`config.mk`:
```
export PLATFORM = sky130hd
export DESIGN_NAME = subservient_wb_sram_bridge
export DESIGN_NICKNAME = d
export VERILOG_FILES = /design/src/rtl/subservient_wb_sram_bridge.sv
export SDC_FILE = /design/constraint.sdc
export NUM_CORES = 1
export LEC_CHECK = 0
export ABC_AREA = 1
export CAP_MARGIN = 20
export CORE_MARGIN = 5
export CORE_UTILIZATION = 40
export CTS_BUF_LIST = sky130_fd_sc_hd__clkbuf_8
export CTS_CLUSTER_SIZE = 24
export DETAILED_ROUTE_END_ITERATION = 10
export PLACE_DENSITY = 0.92
export SYNTH_ARGS = -nofsm -noshare
export SYNTH_HDL_FRONTEND = slang
export SYNTH_SLANG_ARGS = --single-unit
```
`constraint.sdc`:
```
create_clock -name i_clk -period 2.65 [get_ports i_clk]
set_clock_uncertainty 0.05 [all_clocks]
set_input_delay 0.3975 -clock i_clk [delete_from_list [all_inputs] [get_ports i_clk]]
set_output_delay 0.3975 -clock i_clk [all_outputs]
set_load 0.05 [all_outputs]
```
`src/rtl/subservient_wb_sram_bridge.sv`:
```
// Wishbone classic slave that serialises 32-bit word accesses into byte accesses on an 8-bit SRAM.
// Writes ack 5 cycles after stb is sampled and reads ack after 6. Only one access is in flight at a time.
module subservient_wb_sram_bridge #(
    parameter int depth = 1024,
    parameter int aw    = $clog2(depth)
) (
    input  logic          i_clk,
    input  logic          i_rst,
    input  logic [aw-3:0] i_wb_adr,
    input  logic [31:0]   i_wb_dat,
    input  logic [3:0]    i_wb_sel,
    input  logic          i_wb_we,
    input  logic          i_wb_stb,
    output logic [31:0]   o_wb_rdt,
    output logic          o_wb_ack,
    output logic [aw-1:0] o_sram_waddr,
    output logic [7:0]    o_sram_wdata,
    output logic          o_sram_wen,
    output logic [aw-1:0] o_sram_raddr,
    output logic          o_sram_ren,
    input  logic [7:0]    i_sram_rdata
);

    typedef enum logic [2:0] {
        IDLE  = 3'd0,
        WRITE = 3'd1,
        READ  = 3'd2,
        RWAIT = 3'd3,
        ACK   = 3'd4
    } state_t;

    state_t      state;
    logic [1:0]  cnt;
    logic        ren_q;
    logic [31:0] rdt;

    // The lane counter supplies the low address bits and cannot carry into the word address.
    assign o_sram_waddr = {i_wb_adr, cnt};
    assign o_sram_raddr = {i_wb_adr, cnt};
    assign o_sram_wdata = i_wb_dat[{cnt, 3'b000} +: 8];

    assign o_sram_wen = (state == WRITE) & i_wb_sel[cnt];
    assign o_sram_ren = (state == READ);
    assign o_wb_ack   = (state == ACK);
    assign o_wb_rdt   = rdt;

    always_ff @(posedge i_clk) begin
        if (i_rst) begin
            state <= IDLE;
            cnt   <= 2'd0;
            ren_q <= 1'b0;
            rdt   <= 32'd0;
        end else begin
            ren_q <= o_sram_ren;
            // SRAM data lags the read enable by one cycle, so bytes shift in LSB-lane first.
            if (ren_q)
                rdt <= {i_sram_rdata, rdt[31:8]};

            case (state)
                IDLE: begin
                    cnt <= 2'd0;
                    if (i_wb_stb)
                        state <= i_wb_we ? WRITE : READ;
                end
                WRITE: begin
                    cnt <= cnt + 2'd1;
                    if (cnt == 2'd3)
                        state <= ACK;
                end
                READ: begin
                    cnt <= cnt + 2'd1;
                    if (cnt == 2'd3)
                        state <= RWAIT;
                end
                RWAIT: state <= ACK;
                ACK:   state <= IDLE;
                default: state <= IDLE;
            endcase
        end
    end

endmodule
```
==> results.md <==
* Wire length of the first global-routing pass at 8763 um
* Tmin final at 2.254 ns
* Vias in the first global route at 1,863
* GPL Wtd Cong at 0.7650
* Total number of yosys warnings at 0
* Half-perimeter wire length of the detailed placement result at 4026 um
* Standard-cell rows at 24
* Count of pins over their slew limit at 0
* Setup Crit Path Kind: register to output pin
* Die footprint at 5928 um^2
* Crit path required time at 2.20 ns
* Area Growth Syn to Fin at 51.22%
* Number of synthesized register bits at 38
* Average cell area after synthesis at 7.041 um^2
* Post-CTS Hold Fix Bufs at 0
* Final core area utilization at 62.36%
* DRC marker count from the first detailed-route iteration at 51
* GRT Residual Overflow at 0
* Maximum ir drop on the vdd rail at 0.5603 mV
* Core Region at 4354 um^2
* Fraction of final layout cells with drive strength greater than 1 at 8.207%
* Share of power burned in the clock network at 16.0%
* Sum of negative setup slack at 0 ns
* Cell area after technology mapping at 1795 um^2
* Clock tree sinks at 38
* Ratio of routed vias to standard cells at 4.963
* Number of nets in the synthesized netlist at 312
* # H-tree levels at 2
* Final worst path period share at 85.05%
* Max_cap viols at 0
* Post-CTS Setup Repair Bufs at 0
* Finish-stage setup viols at 0
* Power share of the sequential group at 27.5%
* Number of cells on the worst hold path at 2
* Combinational Power Share at 56.5%
* Capturing element type of the critical path: output pin
* Net total in the final layout at 385
* Post-detailed-routing wire length at 5311 um
* Chip Width at 77.00 um
* Top fanout value on the critical path at 4
* Power per cell area at 1091 nW/um^2
* Clk slew on worst S/H paths at 0.07 ns
* Result of the run: finished, final reports clean
* Global Route Usage Sum at 17.69%
* Height of the die at 77.00 um
* Tightest slew margin relative to the limit at 36.63%
* Starting density of the core at 41.24%
* Distinct cell type count of the synthesized netlist at 19
* DRT antenna net count at 0
* Worst-margin pin slew at 0.9495 ns
* Final hold violation count at 0
* Data arrival at the endpoint of the critical path at 1.81 ns
* CTS tree: done
* Clk Tree Root Cell: sky130_fd_sc_hd__clkbuf_8
* Reg2Reg Depth at 4
* RSZ-0062 raised after global routing: no
* Average wire per cell in the routed design at 13.94 um
* Num CTS Buffers at 5
* Clock insertion delay at the later pin of the skew report at 0.29 ns
* Switching Power at 1.450 mW
* Crit start category: register
* Final antenna diode count at 0
* Pre-Repair DR Iteration Count at 5
* Number of gates resized after CTS at 0
* Maximum number of pins on one net before global-route repair at 36
* Io pins at 119
* Buffer depth of the longest clock path at 2
* Kind of path behind the tightest hold check: register to register
* Cells after synthesis at 255
* Peak clock frequency supported by timing at 0.4437 GHz
* Net switching fraction of the power at 48.94%
* Number of antenna violations at the first check in global routing at 0
* Number of buffer cells added on primary ports at 94
* Lkg Pwr at 1.183 nW
* DRC violations left at 0
* Vias post-DR at 1,891
* Design internal power at 1.513 mW
* Sequential area share after synthesis at 42.37%
==> area by class of cell <==
type,count,area (um^2)
fillers,372,1639
repair buffers,97,953.4
multi-input cells,175,785.8
flip-flops and latches,38,760.7
clock buffers,5,68.82
well taps,52,65.06
inverters,11,41.29
clock inverters,3,40.04
==> state kept, by name (all words and copies together), names as in the netlist <==
signal	cells
cnt	2
ren_q	1
o_wb_rdt	32
state	3
==> metal layers <==
layer | global-route usage (%) | part of all wire [%]
met2 | 29.80 | 47
met4 | 4.983 | 1.1
met1 | 19.19 | 39
met3 | 9.485 | 13
met5 | 0 | 0
==> stage by stage <==
step | total power [mW] | worst slack [ns] | instances | hold WS [ns] | cell area (um^2)
after floorplan | 2.040 | 0.2799 | 255 | 0.4166 | 1795
after global placement | 2.480 | 0.6976 | 373 | 0.4295 | 2606
after detailed placement | 2.508 | 0.6988 | 373 | 0.4420 | 2606
after CTS | 2.990 | 0.3828 | 381 | 0.4536 | 2715
after global routing | 3.146 | 0.2580 | 381 | 0.4802 | 2715
final | 2.962 | 0.3963 | 381 | 0.4496 | 2715
==> cells in the mapped netlist <==
cell	count	area [um^2]
sky130_fd_sc_hd__o21ai_0	49	245.2
sky130_fd_sc_hd__nor2_4	1	11.26
sky130_fd_sc_hd__a21oi_1	4	20.02
sky130_fd_sc_hd__nand2_1	12	45.04
sky130_fd_sc_hd__buf_4	22	165.2
sky130_fd_sc_hd__o22ai_1	8	50.05
sky130_fd_sc_hd__clkbuf_2	2	10.01
sky130_fd_sc_hd__nor3_1	1	5.000
sky130_fd_sc_hd__nor2_1	92	345.3
sky130_fd_sc_hd__nand3_1	1	5.000
sky130_fd_sc_hd__buf_2	5	25.02
sky130_fd_sc_hd__nand3_2	3	30.03
sky130_fd_sc_hd__o21ai_1	2	10.01
sky130_fd_sc_hd__nor2_2	1	6.260
sky130_fd_sc_hd__inv_1	9	33.78
sky130_fd_sc_hd__clkbuf_1	2	7.510
sky130_fd_sc_hd__dfxtp_1	38	760.7
sky130_fd_sc_hd__inv_2	2	7.510
sky130_fd_sc_hd__ha_1	1	12.51
==> power by group through the flow <==
stage               Combinational, mW  Sequential (mW)  Clock (mW)
floorplan                       0.862             1.18           0
finish                           1.67            0.815       0.475
global placement                 1.66            0.822           0
global route                     1.79            0.836       0.518
CTS                              1.69            0.816       0.488
detailed placement               1.68            0.826           0
==> final timing paths <==
kind	slack, ns	end	from
min reg2reg	0.45	o_wb_rdt[17]	o_wb_rdt[25]
max reg2reg	1.05	o_wb_rdt[23]	ren_q
max	0.40	o_sram_ren	state[2]
min	0.45	o_wb_rdt[17]	o_wb_rdt[25]
==> cell usage in the layout, fill, tap and decap left out, drive strengths merged, types with 2 or more instances in the layout <==
cell and count:
o21ai 51, clkbuf 5, clkdlybuf4s50 85, nand2 12, buf 12, clkinv 2, a21oi 4, nor2 94
inv 11, dfxtp 38, o22ai 8, nand3 4
==> cell families after synthesis <==
kind of cell / count (synthesis) / share of synthesized area [%]
flops: 38 / 42.37
fa+ha+maj: 1 / 0.6968
simple gates: 111 / 24.95
buf+inv: 42 / 13.87
compound gates: 63 / 18.12
==> critical path, cell delays in order, from the launching register on <==
cell and delay, ns:
sky130_fd_sc_hd__dfxtp_1 0.35, sky130_fd_sc_hd__nor2_2 0.19, sky130_fd_sc_hd__nand2_1 0.12, sky130_fd_sc_hd__inv_1 0.06, sky130_fd_sc_hd__clkdlybuf4s50_1 0.80
No activity file was read; power rests on OpenSTA's default activity.
